## src/rtl/uart_rx_word_fifo.sv

```systemverilog
// Packs UART bytes MSB-first into 32-bit words and buffers them in a FWFT FIFO; a word shows on rd_data one edge after its 4th byte.
// No backpressure to the receiver: a word completed while full is dropped and flags overflow. RX_TIMEOUT_EN adds the stale-fragment timeout.
module uart_rx_word_fifo #(
  parameter int          DEPTH_LOG2     = 4,
  parameter logic [31:0] TIMEOUT_CYCLES = 32'd2000000
) (
  input  logic                  CLK,
  input  logic                  RST_N,
  input  logic [7:0]            in_byte,
  input  logic                  in_valid,
  input  logic                  rd_en,
  input  logic                  flush,
  input  logic                  clr_err,
  output logic [31:0]           rd_data,
  output logic                  rd_valid,
  output logic [DEPTH_LOG2:0]   count,
  output logic                  overflow,
  output logic                  frag_err
);

  localparam int                  DEPTH     = 1 << DEPTH_LOG2;
  localparam logic [DEPTH_LOG2:0] CNT_FULL  = {1'b1, {DEPTH_LOG2{1'b0}}};
  localparam logic [DEPTH_LOG2:0] CNT_ONE   = {{DEPTH_LOG2{1'b0}}, 1'b1};
  localparam logic [DEPTH_LOG2-1:0] PTR_ONE = {{(DEPTH_LOG2-1){1'b0}}, 1'b1};

  logic [1:0]            phase;
  logic [23:0]           pack;
  logic [31:0]           mem [DEPTH];
  logic [DEPTH_LOG2-1:0] wr_ptr;
  logic [DEPTH_LOG2-1:0] rd_ptr;
  logic [DEPTH_LOG2:0]   cnt;
  logic                  timeout;

  logic        push_req;
  logic        push_ok;
  logic        pop;
  logic        ovf_evt;
  logic [31:0] word;

  assign word     = {pack, in_byte};
  assign rd_valid = (cnt != '0);
  assign push_req = in_valid && (phase == 2'd3) && !flush;
  assign pop      = rd_en && rd_valid && !flush;
  assign push_ok  = push_req && ((cnt != CNT_FULL) || pop);
  assign ovf_evt  = push_req && (cnt == CNT_FULL) && !pop;
  assign rd_data  = rd_valid ? mem[rd_ptr] : 32'd0;
  assign count    = cnt;

  always_ff @(posedge CLK or negedge RST_N) begin
    if (!RST_N) begin
      phase  <= 2'd0;
      pack   <= 24'd0;
      wr_ptr <= '0;
      rd_ptr <= '0;
      cnt    <= '0;
    end else if (flush) begin
      phase  <= 2'd0;
      pack   <= 24'd0;
      wr_ptr <= '0;
      rd_ptr <= '0;
      cnt    <= '0;
    end else begin
      if (in_valid) begin
        case (phase)
          2'd0:    pack[23:16] <= in_byte;
          2'd1:    pack[15:8]  <= in_byte;
          2'd2:    pack[7:0]   <= in_byte;
          default: ;
        endcase
        phase <= phase + 2'd1;
      end else if (timeout) begin
        phase <= 2'd0;
        pack  <= 24'd0;
      end
      if (push_ok) wr_ptr <= wr_ptr + PTR_ONE;
      if (pop)     rd_ptr <= rd_ptr + PTR_ONE;
      case ({push_ok, pop})
        2'b10:   cnt <= cnt + CNT_ONE;
        2'b01:   cnt <= cnt - CNT_ONE;
        default: ;
      endcase
    end
  end

  // Storage is deliberately not reset; rd_data is masked while empty instead.
  always_ff @(posedge CLK) begin
    if (push_ok) mem[wr_ptr] <= word;
  end

  always_ff @(posedge CLK or negedge RST_N) begin
    if (!RST_N)       overflow <= 1'b0;
    else if (ovf_evt) overflow <= 1'b1;
    else if (clr_err) overflow <= 1'b0;
  end

`ifdef RX_TIMEOUT_EN
  logic [31:0] idle_cnt;

  assign timeout = (phase != 2'd0) && !in_valid && (idle_cnt == TIMEOUT_CYCLES - 32'd1);

  always_ff @(posedge CLK or negedge RST_N) begin
    if (!RST_N) begin
      idle_cnt <= 32'd0;
      frag_err <= 1'b0;
    end else begin
      if (flush || in_valid || timeout) idle_cnt <= 32'd0;
      else if (phase != 2'd0)           idle_cnt <= idle_cnt + 32'd1;
      if (timeout && !flush)            frag_err <= 1'b1;
      else if (clr_err)                 frag_err <= 1'b0;
    end
  end
`else
  assign timeout  = 1'b0;
  assign frag_err = (TIMEOUT_CYCLES == 32'd0) & 1'b0;
`endif

endmodule

```

## config.mk

```make
export PLATFORM = sky130hd
export DESIGN_NAME = uart_rx_word_fifo
export DESIGN_NICKNAME = d
export VERILOG_FILES = /design/src/rtl/uart_rx_word_fifo.sv
export SDC_FILE = /design/constraint.sdc
export NUM_CORES = 1
export LEC_CHECK = 0
export CAP_MARGIN = 20
export CORE_MARGIN = 4
export CORE_UTILIZATION = 36
export CTS_CLUSTER_SIZE = 16
export DETAILED_ROUTE_END_ITERATION = 12
export GPL_TIMING_DRIVEN = 1
export MAX_ROUTING_LAYER = met4
export SETUP_SLACK_MARGIN = 0.4
export SLEW_MARGIN = 0
export SYNTH_ARGS = -nofsm -noshare
export SYNTH_HDL_FRONTEND = slang
export SYNTH_SLANG_ARGS = --single-unit
```

## constraint.sdc

```tcl
create_clock -name CLK -period 4.65 [get_ports CLK]
set_input_delay 0.6975 -clock CLK [delete_from_list [all_inputs] [get_ports CLK]]
set_output_delay 0.6975 -clock CLK [all_outputs]
set_load 0.05 [all_outputs]
```

# After elaboration in Yosys (flattened, before gate mapping)
# Memories as Yosys holds them, arrays and structs flattened.
# Cells that the tools add are included.
[totals] regBits=40 mem_bits_rw=512 inputBits=14 out_inout_bits=40 elab_cells=62 n_memories=1
[classes] add_sub_neg=5 n_eq_ne=7 n_mux=18 reduce_logical=23
[memory_table] name="mem" words=16 word_bits=32 rd=1 rd_clocked_by_memory_dff=0 write_ports=1 line_no="28" text="logic [31:0] mem [DEPTH];"
[ops] operator="$mux W24" count=2
[ops] operator="$mux W32" count=1
[ops] operator="$mux W8" count=3
[ops] operator="$mux W4" count=4
[ops] operator="$reduce_bool A2 Y1" count=7
[ops] operator="$pmux W5 S2" count=1
[ops] operator="$add A4 B1 Y4 const B" count=2
[ops] operator="$logic_and A1 B1 Y1" count=7
[ops] operator="$eq A2 B2 Y1 const B" count=3
[ops] operator="$reduce_and A2 Y1" count=3
[ops] operator="$add A5 B1 Y5 const B" count=1
[ops] operator="$eq A5 B5 Y1 const B" count=1
[ops] operator="$mux W5" count=1
[ops] operator="$ne A5 B5 Y1 const B" count=1
[ops] operator="$reduce_bool A5 Y1" count=1
[ops] operator="$sub A5 B1 Y5 const B" count=1
[ops] operator="$eq A2 B1 Y1 const B" count=2
[ops] operator="$mux W1" count=4
[ops] operator="$mux W2" count=2
[ops] operator="$reduce_bool A3 Y1" count=1
[ops] operator="$add A2 B1 Y2 const B" count=1
[ops] operator="$logic_not A1 Y1" count=2
[ops] operator="$logic_not A2 Y1" count=1
[ops] operator="$logic_or A1 B1 Y1" count=1

# Logic depth before layout (Yosys ltp)
[logic_depth] word_depth=8 mapped_depth=10

# Least setup slack after synthesis
# OpenSTA, ideal clock, no wires.
[synth_timing] path_kind="input-to-reg" start="input flush" end="memory mem[0][0], enable pin" arrival_ps=4225 slack_ps=-77 stages=3 path_cell_list="and3b_1 > o21ai_2 > nor4_1"
[synth_via] elab_chain_len=6
[synth_lines] item="start: declaration" line_no="12" text="input logic flush,"
[synth_lines] item="$logic_not A1 Y1 *" line_no="42, 43"
[synth_lines] item="$logic_and A1 B1 Y1" line_no="43" text="assign pop = rd_en && rd_valid && !flush;"
[synth_lines] item="$logic_or A1 B1 Y1" line_no="44" text="assign push_ok = push_req && ((cnt != CNT_FULL) || pop);"
[synth_lines] item="$logic_and A1 B1 Y1 *" line_no="44"
[synth_lines] item="$mux W1 *" line_no="87" text="if (push_ok) mem[wr_ptr] <= word;"
[synth_lines] item="$mux W1 (not written as such) *" line_no="87"
[synth_lines] item="end: declaration" line_no="28"
# Every way passes the cells marked *; elsewhere a longest branch is shown, timed or not.

# Worst setup path after layout
[layout_timing] start="register rd_ptr[1]" end="output rd_data[2]"
[layout_via] elab_chain_len=2
[layout_lines] item="start: declaration" line_no="30" text="logic [DEPTH_LOG2-1:0] rd_ptr;"
[layout_lines] item="start signal: assignment" line_no="76" text="if (pop) rd_ptr <= rd_ptr + PTR_ONE;"
[layout_lines] item="$mem_v2 Z16 W32"
[layout_lines] item="$mux W32" line_no="46" text="assign rd_data = rd_valid ? mem[rd_ptr] : 32'd0;"
[layout_lines] item="end: declaration" line_no="14" text="output logic [31:0] rd_data,"
# No other way between the ends.

==> results.md <==
- Maxcap violations: 0
- Tot GR Track Use: 0.155
- First-pass GRT wire length: 70,900 um
- DRT antenna net count: 0
- Crit-path max FO: 32
- Final hold violations: 0
- Cell area after synthesis: 0.0215 mm^2
- Slew headroom: 0.332
- Avg Synthesized Cell Area: 21.0 um^2
- Synth Flop Type: edfxtp_1
- DRT Pass-1 Iters: 5
- Post-CTS setup buffer count: 0
- Top-area cell type share of the netlist area: 0.716
- Skew final: 0.0217 ns
- CTS buffer count: 53
- Routed len/inst: 24.7 um
- Routed vias/inst: 5.27
- Worst Path Required: 3.95 ns
- Unique masters post-synth: 41
- Vias in the first global route: 10.7k
- # diodes: 0
- Worst-path clk slew: 0.06 ns
- Root Buffer: clkbuf_16
- Run status: finished, final reports clean
- Worst EP arrival: 3.35 ns
- Final worst path period need: 4.04 ns
- Synth area leader: edfxtp_1
- Core Util, Final: 0.421
- Setup TNS: 0 ns
- Share of cells above drive strength 1: 0.237
- GPL Wtd Cong: 0.733
- Mapped Cells: 1,021
- Die Height: 252 um
- Static Leak: 0.00776 uW
- Final #Nets: 1,134
- Worst skew pair latency: 0.60 ns
- Via count: 10.1k
- EDFF count, synth: 512
- Largest net degree at the start of global routing: 55
- Area Growth Syn to Fin: 15.7%
- Dpl ws: 1.04 ns
- Die ar.: 0.0637 mm^2
- Power Total: 12,700 uW
- RSZ-0062 raised after global routing: false
- CTS tree: done
- Final Cycle Share: 0.870
- Initial DRC Count: 974
- GR Overflow Total: 0
- IO Pins: 54
- Post-synth ARST share: 0.0725
- Row count: 89
- Worst-margin pin slew: 1.00 ns
- Worst Hold Class: in2async
- Crit. End Element: output pin
- Clock sinks: 552
- Initial antenna violation count: 1
- Max Clk Rate: 247 MHz
- DP HPWL: 24,700 um
- Net count after synthesis: 1,048
- Synth warn: 0
- Initial Util: 0.364
- Post-synthesis register bit count: 552
- Clock H-tree levels: 2
- CP Class: reg2out
- Chip Width: 252 um
- Final Max Slew Viols: 0
- Core area: 0.0590 mm^2
- Clock buffer depth: 3
- # DRC: 0
- IO buf count: 52
- Total wire length: 47,500 um
- Setup ws final: 0.606 ns
- CP startpoint kind: flip-flop
- Synth area leaders: edfxtp_1 (72%), mux4_2 (13%), dfrtp_1 (4.7%)
- Pwr Density: 511 mW/mm^2
- Hold-fix buffers, CTS: 0
- Post-synthesis sequential area ratio: 0.762
- Max VDD drop: 0.000297 V
- Final hold slack: 0.251 ns
- Final setup fails: 0
layer usage:
| metal | part of all wire | up-vias | global-route usage |
|---|---|---|---|
| met4 | 0.018 | 0 | 0.0404 |
| met1 | 0.43 | 5409 | 0.212 |
| met2 | 0.49 | 282 | 0.242 |
| li1 | - | 4381 | - |
| met3 | 0.061 | 68 | 0.0274 |
| met5 | 0 | - | - |
cell usage in the layout, fill, tap and decap left out, drive strengths merged, types with 9 or more instances in the layout:
| cell type | netlist | layout |
|---|---|---|
| edfxtp | 512 | 512 |
| mux4 | 128 | 128 |
| clkbuf | 30 | 81 |
| mux2i | 68 | 68 |
| clkdlybuf4s50 | 0 | 50 |
| dfrtp | 40 | 40 |
| buf | 27 | 37 |
| o22ai | 32 | 32 |
| nand2 | 30 | 30 |
| nand3 | 27 | 27 |
| a21oi | 26 | 26 |
| nor2 | 20 | 20 |
| clkinv | 0 | 14 |
| inv | 12 | 12 |
| ha | 12 | 12 |
| and2 | 9 | 9 |
metrics by stage:
step	area, um^2	cells
3_3_place_gp	23200	1825
5_1_grt	24900	1923
3_5_place_dp	23200	1825
6_report	24900	1923
2_1_floorplan	21500	1021
4_1_cts	24800	1923
path summary, 6_finish.rpt:
check / slack, ns / endpoint / startpoint / cells after the start
max: 0.61 / rd_data[2] / rd_ptr[1] / 5
min: 0.25 / count[1] / RST_N / 1
max reg2reg: 1.77 / count[4] / count[1] / 9
min reg2reg: 0.55 / overflow / overflow / 2
max in group asynchronous: 3.65 / rd_ptr[0] / RST_N / 1
min in group CLK: 0.55 / overflow / overflow / 2
state kept, by name, summed over array words and instances, names as in the netlist:
name and cells:
rd_ptr 4, pack 24, count 5, mem 512
phase 2, wr_ptr 4, overflow 1
Yosys cell counts, types with 9 or more instances:
| library cell | n |
|---|---|
| edfxtp_1 | 512 |
| mux4_2 | 128 |
| mux2i_1 | 68 |
| dfrtp_1 | 40 |
| o22ai_1 | 32 |
| clkbuf_1 | 30 |
| nand2_1 | 30 |
| nand3_1 | 27 |
| a21oi_1 | 26 |
| nor2_1 | 20 |
| buf_2 | 13 |
| buf_1 | 12 |
| ha_1 | 12 |
| inv_1 | 12 |
| and2_1 | 9 |
worst max-delay path: stages (launching register included):
cell and delay, ns:
dfrtp_4 0.75, buf_4 0.44, mux4_2 0.36, mux2i_1 0.30, o22ai_1 0.16, clkdlybuf4s50_1 0.72
repair_timing:
action	in CTS	in global routing
setup endpoints to repair	1	19
gates resized for setup	1	2
pin swaps	0	0
cell type report:
cell class | count | area (um^2)
clock buffers | 81 | 1530
flip-flops and latches | 552 | 16400
inverters | 12 | 45.0
clock inverters | 17 | 128
multi-input cells | 400 | 4900
repair buffers | 88 | 892
well taps | 773 | 967
fillers | 5092 | 34200
report_power, final:
group,internal (uW),leakage (uW),switching [uW]
Clock,2330,0.000813,1800
Combinational,1270,0.00172,1740
Sequential,5450,0.00523,117
cells by family (layout without fill, tap and decap cells):
logic type,Yosys count,after routing,share of synthesized area
buffers and inverters,69,198,0.0133
multiplexers,201,201,0.169
other,1,1,0.000175
XOR/XNOR,7,7,0.00285
AO/OA/AOI/OAI,73,73,0.0215
adder cells (fa/ha/maj),13,13,0.00792
flip-flops,552,552,0.762
AND/OR/NAND/NOR,105,105,0.0235
No activity file was read; power rests on OpenSTA's default activity.
